$ cat config.mk
export PLATFORM = sky130hd
export DESIGN_NAME = gpio_pwm_out_core
export DESIGN_NICKNAME = d
export VERILOG_FILES = /design/src/rtl/gpio_pwm_out_core.sv
export SDC_FILE = /design/constraint.sdc
export NUM_CORES = 1
export LEC_CHECK = 0
export ABC_AREA = 1
export CAP_MARGIN = 15
export CORE_UTILIZATION = 30
export CTS_CLUSTER_DIAMETER = 80
export CTS_CLUSTER_SIZE = 40
export DETAILED_ROUTE_END_ITERATION = 6
export PLACE_DENSITY = 0.53
export SYNTH_ARGS = -nofsm -noshare
export SYNTH_HDL_FRONTEND = slang
export SYNTH_SLANG_ARGS = --single-unit
$ cat constraint.sdc
create_clock -name clk -period 14.1 [get_ports clk]
set_clock_uncertainty 0.05 [all_clocks]
set_input_delay 4.23 -clock clk [delete_from_list [all_inputs] [get_ports clk]]
set_output_delay 4.23 -clock clk [all_outputs]
set_load 0.01 [all_outputs]
$ cat src/rtl/gpio_pwm_out_core.sv
// Slot-bus output core: per-channel static/PWM select, atomic set/clear, readback,
// and a shared prescaled PWM timebase whose duty values are shadowed per period.
module gpio_pwm_out_core #(
  parameter int DATA_WIDTH     = 16,
  parameter int PWM_RES        = 8,
  parameter int PRESCALE_WIDTH = 16
) (
  input  logic                  clk,
  input  logic                  reset,
  input  logic                  cs,
  input  logic                  read,
  input  logic                  write,
  input  logic [4:0]            reg_addr,
  input  logic [31:0]           wr_data,
  output logic [31:0]           rd_data,
  output logic [DATA_WIDTH-1:0] data_out
);

  localparam logic [4:0] ADDR_OUT  = 5'h00;
  localparam logic [4:0] ADDR_SET  = 5'h01;
  localparam logic [4:0] ADDR_CLR  = 5'h02;
  localparam logic [4:0] ADDR_MODE = 5'h03;
  localparam logic [4:0] ADDR_PSC  = 5'h04;
  localparam logic [4:0] ADDR_PINS = 5'h05;
  localparam int         DUTY_BASE = 16;

  logic [DATA_WIDTH-1:0]     out_q, out_d;
  logic [DATA_WIDTH-1:0]     mode_q, mode_d;
  logic [PRESCALE_WIDTH-1:0] psc_q, psc_d;
  logic [PRESCALE_WIDTH-1:0] psc_cnt_q, psc_cnt_d;
  logic [PWM_RES-1:0]        pwm_cnt_q, pwm_cnt_d;
  logic [PWM_RES:0]          duty_q   [DATA_WIDTH];
  logic [PWM_RES:0]          duty_d   [DATA_WIDTH];
  logic [PWM_RES:0]          shadow_q [DATA_WIDTH];
  logic [PWM_RES:0]          shadow_d [DATA_WIDTH];
  logic [DATA_WIDTH-1:0]     data_out_q, data_out_d;

  logic                      wr_en_s;
  logic                      tick_s;
  logic                      wrap_s;
  logic [DATA_WIDTH-1:0]     level_s;
  logic [31:0]               rd_data_s;
  logic                      bus_unused_s;

  assign wr_en_s      = cs && write;
  assign tick_s       = (psc_cnt_q == psc_q);
  assign wrap_s       = tick_s && (pwm_cnt_q == {PWM_RES{1'b1}});
  // read strobe is only a bus qualifier; upper write-data bits have no storage
  assign bus_unused_s = ^{read, wr_data};

  // Next-state: timebase advance, period-start shadow reload, then register writes
  always_comb begin
    out_d     = out_q;
    mode_d    = mode_q;
    psc_d     = psc_q;
    psc_cnt_d = psc_cnt_q;
    pwm_cnt_d = pwm_cnt_q;
    duty_d    = duty_q;
    shadow_d  = shadow_q;

    if (tick_s) begin
      psc_cnt_d = '0;
      pwm_cnt_d = pwm_cnt_q + PWM_RES'(1);
      shadow_d  = wrap_s ? duty_q : shadow_q;
    end else begin
      psc_cnt_d = psc_cnt_q + PRESCALE_WIDTH'(1);
    end

    if (wr_en_s) begin
      case (reg_addr)
        ADDR_OUT:  out_d  = wr_data[DATA_WIDTH-1:0];
        ADDR_SET:  out_d  = out_q | wr_data[DATA_WIDTH-1:0];
        ADDR_CLR:  out_d  = out_q & ~wr_data[DATA_WIDTH-1:0];
        ADDR_MODE: mode_d = wr_data[DATA_WIDTH-1:0];
        ADDR_PSC: begin
          // new divisor restarts the period with fresh duties
          psc_d     = wr_data[PRESCALE_WIDTH-1:0];
          psc_cnt_d = '0;
          pwm_cnt_d = '0;
          shadow_d  = duty_q;
        end
        default: begin
          for (int i = 0; i < DATA_WIDTH; i++) begin
            duty_d[i] = (reg_addr == 5'(DUTY_BASE + i)) ? wr_data[PWM_RES:0] : duty_q[i];
          end
        end
      endcase
    end else begin
      out_d = out_q;
    end
  end

  // PWM compare and static/PWM output select
  always_comb begin
    level_s = '0;
    for (int i = 0; i < DATA_WIDTH; i++) begin
      level_s[i] = ({1'b0, pwm_cnt_q} < shadow_q[i]);
    end
    data_out_d = (mode_q & level_s) | (~mode_q & out_q);
  end

  // Register readback mux, side-effect free
  always_comb begin
    rd_data_s = 32'h0000_0000;
    case (reg_addr)
      ADDR_OUT:  rd_data_s = 32'(out_q);
      ADDR_MODE: rd_data_s = 32'(mode_q);
      ADDR_PSC:  rd_data_s = 32'(psc_q);
      ADDR_PINS: rd_data_s = 32'(data_out_q);
      default: begin
        for (int i = 0; i < DATA_WIDTH; i++) begin
          rd_data_s = (reg_addr == 5'(DUTY_BASE + i)) ? 32'(duty_q[i]) : rd_data_s;
        end
      end
    endcase
  end

  // State registers
  always_ff @(posedge clk or posedge reset) begin
    if (reset) begin
      out_q      <= '0;
      mode_q     <= '0;
      psc_q      <= '0;
      psc_cnt_q  <= '0;
      pwm_cnt_q  <= '0;
      data_out_q <= '0;
      for (int i = 0; i < DATA_WIDTH; i++) begin
        duty_q[i]   <= '0;
        shadow_q[i] <= '0;
      end
    end else begin
      out_q      <= out_d;
      mode_q     <= mode_d;
      psc_q      <= psc_d;
      psc_cnt_q  <= psc_cnt_d;
      pwm_cnt_q  <= pwm_cnt_d;
      data_out_q <= data_out_d;
      duty_q     <= duty_d;
      shadow_q   <= shadow_d;
    end
  end

  assign rd_data  = rd_data_s;
  assign data_out = data_out_q;

endmodule

== Word level (Yosys, flattened, before mapping) ==
Cells that the tools add are included.
Word-level totals
  register bits: 376
  bits in latches: 0
  RAM bits: 0
  ROM bits: 0
  bits of input ports: 42
  output and inout bits: 48
  word-level logic and storage cells: 139
  memories kept: 0
Cells by class
  add/sub/neg operators: 2
  multiply operators: 0
  div/mod/pow operators: 0
  magnitude comparators: 16
  equal/unequal tests: 23
  shift operators: 0
  mux-type cells: 28
  bitwise logic cells: 8
  reduce and logical (&&, ||, !) cells: 24
Operators by type and width (number)
  144-bit two-way mux: 4
  8-bit by 9-bit < comparator with 1-bit output: 16
  9-bit two-way mux: 16
  5-bit == test, second input constant: 16
  16-bit one-hot mux with 4 select lines: 1
  16-bit AND: 3
  16-bit two-way mux: 3
  16-bit one-hot mux with 3 select lines: 1
  3-bit AND reduction: 16
  16-bit NOT: 2
  16-bit OR: 2
  8-bit two-way mux: 3
  16-bit by 1-bit adder with 16-bit output, second input constant: 1
  16-bit == test: 1
  5-bit by 2-bit == test with 1-bit output, second input constant: 2
  5-bit by 3-bit == test with 1-bit output, second input constant: 2
  8-bit by 1-bit adder with 8-bit output, second input constant: 1
  8-bit == test, second input constant: 1
  2-bit AND reduction: 3
  5-bit by 1-bit == test with 1-bit output, second input constant: 1
  5-bit zero test: 1
  5-bit OR reduction: 1
  3-bit nonzero test: 1
  1-bit logical AND: 2
  1-bit NOT: 1

== Depth between registers and ports, before layout ==
Gate-level depths: netlist of the first run.
  depth after elaboration: 18
  gate-level depth with buffers: 14
  depth with buffers taken out: 14

== Worst setup path after synthesis of the first run ==
OpenSTA, ideal clock, no wires.
  path type: input to output
  start: input port reg_addr[4]
  end: output port rd_data[6]
  arrival time: 5.681 ns
  slack: 4.139 ns
  stages: 11
  cell sequence: buf_2 -> inv_2 -> nor3_1 -> inv_1 -> nor2_2 -> inv_1 -> or2_2 -> nand2_1 -> nand4_1 -> nand2_1 -> nand2_1
Between the ends
  longest elaborated chain between the ends: 18
  elaborated cells between the ends (all ways): 37
Ends and longest elaborated chain
  from (decl): line 13  | input logic [4:0] reg_addr,
  5-bit == test: line 112  | rd_data_s = (reg_addr == 5'(DUTY_BASE + i)) ? 32'(duty_q[i]) : rd_data_s;
  9-bit two-way mux (16 in a row): line 112
  16-bit one-hot mux with 4 select lines *: line 105  | case (reg_addr)
  to (decl): line 15  | output logic [31:0] rd_data,
Mark *: on every way between the ends. The rest lies on a longest branch, timed or not.

== Worst setup path after layout of the first run ==
  start: input port reg_addr[1]
  end: output port rd_data[1]
Same word-level chain as after synthesis.

==> parameters.txt, run 1 <==
Parameter                              Value

Power and ir drop
  Total power divided by cell area ... roughly 130 mW/mm2
  Worst ir drop on vdd ... between 0.06 and 0.07 mV
  Total power draw ... ~2700 uW
  Static leakage ... 0.00946 uW

Yosys
  Number of distinct library cells after synthesis ... 43
  Number of enable flip-flop cells after synthesis ... 0
  Cell area after synthesis ... approximately 0.019 mm2
  Count of synthesis-stage warnings from yosys ... 0
  Avg Cell Area, Syn ... 8.51 um2
  Portion of the post-synthesis area used by sequential elements ... 50.0%
  Flop and latch count out of synthesis ... 376
  Primary flip-flop cell chosen by synthesis mapping ... sky130_fd_sc_hd__dfrtp_1
  Async SR Flop Fraction ... 100%
  Gate count after technology mapping ... 2,211

Global route
  Global route total overflow ... 0
  Global-route wire length before repair ... about 86 mm
  Number of global-route vias before repair ... 14,100
  Initial antenna violation count ... 3
  Aggregate global-route resource usage ... 17.6%
  Largest net degree at the start of global routing ... 161

Setup path
  Reg2reg end ... shadow_q[80]$_DFF_PP0_
  Cell count of the worst reg-to-reg path ... 11
  RR Startpoint ... psc_q[6]$_DFFE_PP0P_
  Crit-path max FO ... 16
  Arrival time at the worst endpoint ... 8.00 ns
  Slack of the worst reg-to-reg path ... 10.24 ns
  Required time of the critical path ... ~9.8 ns
  Startpoint-to-endpoint class of the critical path ... in2out
  Critical path capture point type ... output port
  Launching element type of the critical path ... primary input

Final layout
  Layout Nets ... 2,382
  Final Instance Count excl. Fillers ... 3,079
  Area of the multi-input gates ... 0.00788 mm2
  Fraction of final layout cells sized beyond drive strength 1 ... between 4 and 5%
  Number of diodes added for antenna fixing ... 0
  Sequential Area ... 0.00941 mm2
  Final cell utilization of the core ... 33.8%
  Filler Cell Count ... 6,382
  Area added between synthesis and finish ... 11.1%

Clock network
  Clock edge transition at the registers on the reported setup and hold paths ... 0.11 ns
  # resized after CTS ... 0
  Worst-Skew Late Latency ... 0.58 ns
  Number of buffers on the longest clock path ... 3
  CTS Root Buffer Type ... sky130_fd_sc_hd__clkbuf_16
  Number of buffers created by CTS ... 22
  CTS tree ... built
  H-tree levels ... 1
  Buffers inserted during post-CTS setup optimization ... 0
  Sinks on the clock net ... 376
  Post-CTS Hold Fix Bufs ... 0

Status
  Run status ... finished, final reports clean

Floorplan
  Die area ... between 0.06 and 0.07 mm2
  Starting Density ... a little under a third
  Number of cell rows ... 91
  I/O pin count ... 90
  Die Y-Extent ... 252 um
  Die outline width ... 252 um
  Placeable Area ... 0.0618 mm2

Place
  Worst slack at placement ... approximately 2.0 ns
  Inst Count DP ... 3,037
  # port buffers ... 56
  Sum of net half-perimeters after detailed placement ... 37.5 mm
  Final weighted congestion in routability-driven placement ... 0.834

STA
  Post-route worst setup slack ... about 1.8 ns
  Shortest clock period the worst path allows after layout ... 12.28 ns
  Number of endpoints failing setup at the final stage ... 0
  Tightest Pin Transition ... 1.17 ns
  Setup repair after global routing missed its margin ... false
  Max Freq ... about 0.08 GHz
  Final Cycle Share ... 87.1%
  Total negative slack ... 0 ns
  Worst max-slew margin expressed relative to the limit ... 22.2%
  Fin. Hold Viols ... 0
  Final count of pins violating max slew ... 0

Route
  First DRT Iteration DRCs ... between 1,000 and 1,500
  Final routed wirelength across all metal layers ... 56.0 mm
  Residual DRC count ... 0
  Vias ... 14,900
  WL per Instance ... 18.2 um
  Number of nets with antenna violations after routing ... 0
  Detailed Routing Iterations Pass 1 ... 5
  Average vias per placed instance ... just under 5

Job
  Max-capacitance violation count ... 0

Worst hold path
  Hold Path Depth ... 2
  Path class of the lowest-slack min-delay path ... reg2reg
  End point of the worst hold path ... shadow_q[124]$_DFF_PP0_
  Origin of the worst min-delay path ... duty_q[124]$_DFFE_PP0P_
==> logic make-up (layout without fill, tap and decap cells) <==
family	count (synthesis)	after routing	share of synthesized area, %
flip-flops	376	376	50.0
other	1	16	0.0199
buffers and inverters	366	382	8.50
adder cells (fa/ha/maj)	114	114	7.58
XOR/XNOR	16	16	0.745
AO/OA/AOI/OAI	504	504	14.3
AND/OR/NAND/NOR	834	834	18.8
==> cell usage in the layout (no fill, tap or decap), types with 16 or more instances in the layout <==
cell type,n
sky130_fd_sc_hd__o21ai_0,214
sky130_fd_sc_hd__clkdlybuf4s50_1,56
sky130_fd_sc_hd__nand3_1,49
sky130_fd_sc_hd__o21ai_1,116
sky130_fd_sc_hd__inv_1,257
sky130_fd_sc_hd__o22ai_1,20
sky130_fd_sc_hd__dfrtp_1,376
sky130_fd_sc_hd__clkbuf_16,23
sky130_fd_sc_hd__ha_1,114
sky130_fd_sc_hd__nor3_1,16
sky130_fd_sc_hd__buf_4,21
sky130_fd_sc_hd__nand2_1,574
sky130_fd_sc_hd__conb_1,16
sky130_fd_sc_hd__a21oi_1,106
sky130_fd_sc_hd__nand4_1,56
sky130_fd_sc_hd__nor2_1,99
==> worst max path at each step <==
stage | startpoint | to | slack (ns) | cells past startpoint
after global routing | reg_addr[1] | rd_data[1] | 1.74 | 13
after CTS | reg_addr[1] | rd_data[1] | 1.94 | 13
after floorplan | reg_addr[4] | rd_data[6] | 4.14 | 11
final | reg_addr[1] | rd_data[1] | 1.82 | 13
after detailed placement | reg_addr[1] | rd_data[1] | 1.96 | 13
after global placement | reg_addr[1] | rd_data[1] | 1.94 | 13
==> area by class of cell <==
cell class,count,share of cell area [%]
clock buffers,25,2.84
clock inverters,15,1.04
inverters,263,4.74
multi-input cells,1484,37.7
flip-flops and latches,376,45.0
well taps,837,5.01
repair buffers,79,3.70
==> through the flow <==
step	hold WS, ns	instance area, um2
finish	0.450	20900
floorplan	0.403	18900
global placement	0.416	20000
global route	0.471	20900
CTS	0.451	20900
detailed placement	0.428	20000
==> metal layers <==
metal  share of wire (%)  global-route usage (%)
met5               0.034                       0
met1                  48                    25.8
met2                  44                    26.9
met3                 5.7                    2.38
met4                 2.8                    5.07
==> flip-flops by register name (all words and copies together) (netlist names) <==
signal and cells:
duty_q 144, data_out 16, psc_cnt_q 16, out_q 16, mode_q 16, shadow_q 144
psc_q 16, pwm_cnt_q 8
==> where the power goes <==
part / switching [uW] / internal, uW
Combinational: 370 / 233
Clock: 430 / 347
Sequential: 107 / 1200
Total: 907 / 1780
==> synthesized netlist by cell type (2+ instances only) <==
| library cell | n | area share, % |
|---|---|---|
| sky130_fd_sc_hd__nand3_1 | 49 | 1.3 |
| sky130_fd_sc_hd__o21ai_1 | 116 | 3.1 |
| sky130_fd_sc_hd__o21ai_0 | 214 | 5.7 |
| sky130_fd_sc_hd__o2111ai_1 | 6 | 0.28 |
| sky130_fd_sc_hd__ha_1 | 114 | 7.6 |
| sky130_fd_sc_hd__clkbuf_1 | 43 | 0.86 |
| sky130_fd_sc_hd__nor3_1 | 16 | 0.43 |
| sky130_fd_sc_hd__xnor2_1 | 11 | 0.51 |
| sky130_fd_sc_hd__o22ai_1 | 20 | 0.66 |
| sky130_fd_sc_hd__o21a_1 | 3 | 0.12 |
| sky130_fd_sc_hd__nor2_1 | 99 | 2.0 |
| sky130_fd_sc_hd__xor2_1 | 5 | 0.23 |
| sky130_fd_sc_hd__nand2_2 | 7 | 0.23 |
| sky130_fd_sc_hd__a221oi_1 | 9 | 0.42 |
| sky130_fd_sc_hd__buf_6 | 14 | 0.84 |
| sky130_fd_sc_hd__nand2_4 | 11 | 0.66 |
| sky130_fd_sc_hd__buf_4 | 22 | 0.88 |
| sky130_fd_sc_hd__a21o_1 | 9 | 0.36 |
| sky130_fd_sc_hd__or2_2 | 4 | 0.13 |
| sky130_fd_sc_hd__o22a_1 | 9 | 0.42 |
| sky130_fd_sc_hd__nor2_2 | 5 | 0.17 |
| sky130_fd_sc_hd__a21oi_1 | 106 | 2.8 |
| sky130_fd_sc_hd__inv_1 | 258 | 5.1 |
| sky130_fd_sc_hd__nor3_2 | 2 | 0.11 |
| sky130_fd_sc_hd__inv_2 | 3 | 0.060 |
| sky130_fd_sc_hd__buf_2 | 22 | 0.59 |
| sky130_fd_sc_hd__nand2_1 | 574 | 11 |
| sky130_fd_sc_hd__a211oi_1 | 3 | 0.12 |
| sky130_fd_sc_hd__clkinv_1 | 2 | 0.040 |
| sky130_fd_sc_hd__dfrtp_1 | 376 | 50 |
| sky130_fd_sc_hd__nor3b_1 | 6 | 0.24 |
| sky130_fd_sc_hd__o31ai_1 | 6 | 0.24 |
| sky130_fd_sc_hd__nand4_1 | 56 | 1.9 |
| sky130_fd_sc_hd__a31oi_1 | 2 | 0.066 |
==> critical path, stage by stage <==
cell and delay [ns]:
sky130_fd_sc_hd__clkdlybuf4s50_1 0.63, sky130_fd_sc_hd__inv_1 0.09, sky130_fd_sc_hd__nor2_1 0.18, sky130_fd_sc_hd__inv_1 0.24
sky130_fd_sc_hd__nor2_2 0.62, sky130_fd_sc_hd__nand2_1 0.12, sky130_fd_sc_hd__nand2_1 0.18, sky130_fd_sc_hd__nand4_1 0.10
sky130_fd_sc_hd__nor2_1 0.29, sky130_fd_sc_hd__nand4_1 0.14, sky130_fd_sc_hd__nor2_1 0.36, sky130_fd_sc_hd__nand3_1 0.24
sky130_fd_sc_hd__clkdlybuf4s50_1 0.55
(Power assumes the default switching activity.)
==> run 2, diff against run 1 <==
CORE_ASPECT_RATIO = 0.6   (was not set)
==> parameters.txt, run 2 (same netlist as run 1, synthesis figures left out) <==
Parameter                              Value

Route
  Vias ... 15,300 (+2.3%)
  Final routed wirelength across all metal layers ... 59.7 mm (+6.7%)
  Average vias per placed instance ... 4.99 (+3.1%)
  Residual DRC count ... 0 (unchanged)
  WL per Instance ... 19.5 um (+7.5%)
  First DRT Iteration DRCs ... 1,512 (+12%)
  Detailed Routing Iterations Pass 1 ... 5 (unchanged)
  Number of nets with antenna violations after routing ... 0 (unchanged)

Final layout
  Leading cell type in the layout, fill and taps excluded ... sky130_fd_sc_hd__nand2_1
  Layout Nets ... 2,376 (-0.25%)
  Final cell utilization of the core ... 33.5% (-0.31 points)
  Final Instance Count excl. Fillers ... 3,057 (-0.71%)
  Area added between synthesis and finish ... 9.50%
  Fraction of final layout cells sized beyond drive strength 1 ... 3.86% (-0.51 points)
  Final std cell area, no fill ... 0.0206 mm2 (-1.5%)
  Most frequent cells in the layout ... 574 x sky130_fd_sc_hd__nand2_1, 373 x sky130_fd_sc_hd__dfrtp_1, 257 x sky130_fd_sc_hd__inv_1, 214 x sky130_fd_sc_hd__o21ai_0, 116 x sky130_fd_sc_hd__o21ai_1
  Filler Cell Count ... 6,404 (+0.34%)
  Regs by FF count ... duty_q: 144 flops, shadow_q: 144 flops

Clock network
  Number of buffers on the longest clock path ... 3 (unchanged)
  Sinks on the clock net ... 376 (unchanged)
  CTS Root Buffer Type ... sky130_fd_sc_hd__clkbuf_16
  Clock edge transition at the registers on the reported setup and hold paths ... 0.16 ns (+0.05 ns)
  Buffers inserted during post-CTS setup optimization ... 0 (unchanged)
  H-tree levels ... 1 (unchanged)
  Post-CTS Hold Fix Bufs ... 0 (unchanged)
  Number of buffers created by CTS ... 15 (-32%)
  # resized after CTS ... 0 (unchanged)
  CTS tree ... built
  Worst-Skew Late Latency ... 0.58 ns (about the same)

Power and ir drop
  Internal power of the cells ... 1650 uW (-7.3%)
  Logic pwr share ... 23.0% (+0.6 points)
  Clock power share ... 24.1% (-4.8 points)
  Sequential fraction of design power ... 52.9% (+4.2 points)
  Switching share of power ... 35.0% (+1.3 points)
  Worst ir drop on vdd ... 0.0766 mV (+15%)
  Total power divided by cell area ... 123 mW/mm2 (-4.1%)
  Total power draw ... 2540 uW (-5.5%)
  P_sw ... 889 uW (-2.0%)
  Static leakage ... 0.00932 uW (-1.5%)

Floorplan
  Die outline width ... 325 um (+29%)
  I/O pin count ... 90 (unchanged)
  Starting Density ... 30.6% (+0.17 points)
  Die area ... 0.0638 mm2 (about the same)
  Number of cell rows ... 70 (-23%)
  Placeable Area ... 0.0615 mm2 (-0.55%)
  Die Y-Extent ... 196 um (-22%)

Job
  Max-capacitance violation count ... 0 (unchanged)

STA
  Total negative slack ... 0 ns (unchanged)
  Fin. Hold Viols ... 0 (unchanged)
  Shortest clock period the worst path allows after layout ... 12.45 ns (+0.171 ns)
  Final count of pins violating max slew ... 0 (unchanged)
  Number of endpoints failing setup at the final stage ... 0 (unchanged)
  Max Freq ... 0.0803 GHz (-1.4%)
  Setup repair after global routing missed its margin ... false
  Worst max-slew margin expressed relative to the limit ... 23.2% (+0.97 points)
  Tightest Pin Transition ... 1.15 ns (-0.0132 ns)
  Final Cycle Share ... 88.3% (+1.2 points)

Global route
  Number of global-route vias before repair ... 14,300 (+1.5%)
  Largest net degree at the start of global routing ... 204 (+27%)
  Met2 routing resource usage after global routing ... 23.9% (-3.0 points)
  Global route total overflow ... 0 (unchanged)
  Initial antenna violation count ... 2 (-1)
  Global-route wire length before repair ... 89.8 mm (+4.8%)
  Global-route track usage on met1 ... 30.2% (+4.5 points)
  Aggregate global-route resource usage ... 18.6% (+1.0 points)
  Most Used Layer, Global Route ... met1
  M3 GR Usage ... 5.09% (+2.7 points)

Place
  Inst Count DP ... 3,030 (-0.23%)
  Final weighted congestion in routability-driven placement ... 0.917 (+9.9%)
  # port buffers ... 56 (unchanged)
  Post-detailed-placement cell area ... 0.0201 mm2 (about the same)
  Sum of net half-perimeters after detailed placement ... 40.6 mm (+8.4%)

Worst hold path
  Path class of the lowest-slack min-delay path ... reg2reg
  Hold Path Depth ... 2 (unchanged)

Setup path
  Required time of the critical path ... 9.82 ns (about the same)
  Critical path capture point type ... output port
  Cell count of the worst reg-to-reg path ... 9 (-2)
  Startpoint-to-endpoint class of the critical path ... in2out
  Launching element type of the critical path ... primary input
  Arrival time at the worst endpoint ... 8.17 ns (+0.17 ns)
  Crit-path max FO ... 17 (+1)

Status
  Run status ... finished, final reports clean
[run 2: changes by cell type in the layout (fill, tap and decap cells not counted), sizes merged]
cell | previous run | this run
clkinv | 9 | 5
diode | 0 | 1
clkbuf | 25 | 17
clkinvlp | 3 | 1
buf | 23 | 24
bufinv | 1 | 0
[run 2: worst max-delay path, stage by stage]
cell and delay, ns:
sky130_fd_sc_hd__clkdlybuf4s50_1 0.54, sky130_fd_sc_hd__nor2_1 0.83, sky130_fd_sc_hd__nand2_1 0.29, sky130_fd_sc_hd__nor2_2 0.49
sky130_fd_sc_hd__inv_1 0.11, sky130_fd_sc_hd__nor2_1 0.11, sky130_fd_sc_hd__nor2_1 0.07, sky130_fd_sc_hd__nand4_1 0.11
sky130_fd_sc_hd__nand2_1 0.08, sky130_fd_sc_hd__nand4_1 0.11, sky130_fd_sc_hd__nand2_1 0.14, sky130_fd_sc_hd__nand4_1 0.11
sky130_fd_sc_hd__nand2_1 0.10, sky130_fd_sc_hd__nand2_1 0.24, sky130_fd_sc_hd__clkdlybuf4s50_1 0.59
[run 2: layout make-up]
class,instances,area (um2),share of cell area (%)
tap,828,1040,5.03
inverter,263,991,4.81
clock buffer,17,383,1.86
antenna,1,2.50,0.0121
multi-input combinational,1484,7880,38.2
timing repair buffer,80,773,3.75
clock inverter,8,129,0.625
sequential,376,9410,45.7
[run 2: worst paths after layout]
check                                  startpoint  slack, ns                     end
hold / removal              duty_q[9]$_DFFE_PP0P_       0.46   shadow_q[9]$_DFF_PP0_
setup reg to reg           pwm_cnt_q[1]$_DFF_PP0_       9.96   shadow_q[8]$_DFF_PP0_
min in group asynchronous                   reset       4.15  shadow_q[93]$_DFF_PP0_
hold reg to reg             duty_q[9]$_DFFE_PP0P_       0.46   shadow_q[9]$_DFF_PP0_
max in group asynchronous                   reset       7.48  pwm_cnt_q[3]$_DFF_PP0_
setup / recovery                      reg_addr[2]       1.65              rd_data[6]
[run 2: power by group through the flow]
stage | combinational, uW | sequential, uW | clock [uW]
floorplan | 364 | 1320 | 0
global placement | 563 | 1360 | 0
detailed placement | 581 | 1360 | 0
CTS | 585 | 1340 | 635
global route | 668 | 1360 | 665
finish | 585 | 1340 | 613
[run 2: routing by layer]
layer,share of wire (%),vias up
met1,52,7465
met5,0,-
met3,9.1,63
met2,38,503
li1,-,7229
met4,1.7,0
[run 2: stage by stage]
stage | setup WS, ns | hold WS (ns)
3_3_place_gp | 1.81 | 0.416
2_1_floorplan | 4.14 | 0.403
3_5_place_dp | 1.75 | 0.428
6_report | 1.65 | 0.462
5_1_grt | 1.44 | 0.483
4_1_cts | 1.75 | 0.463
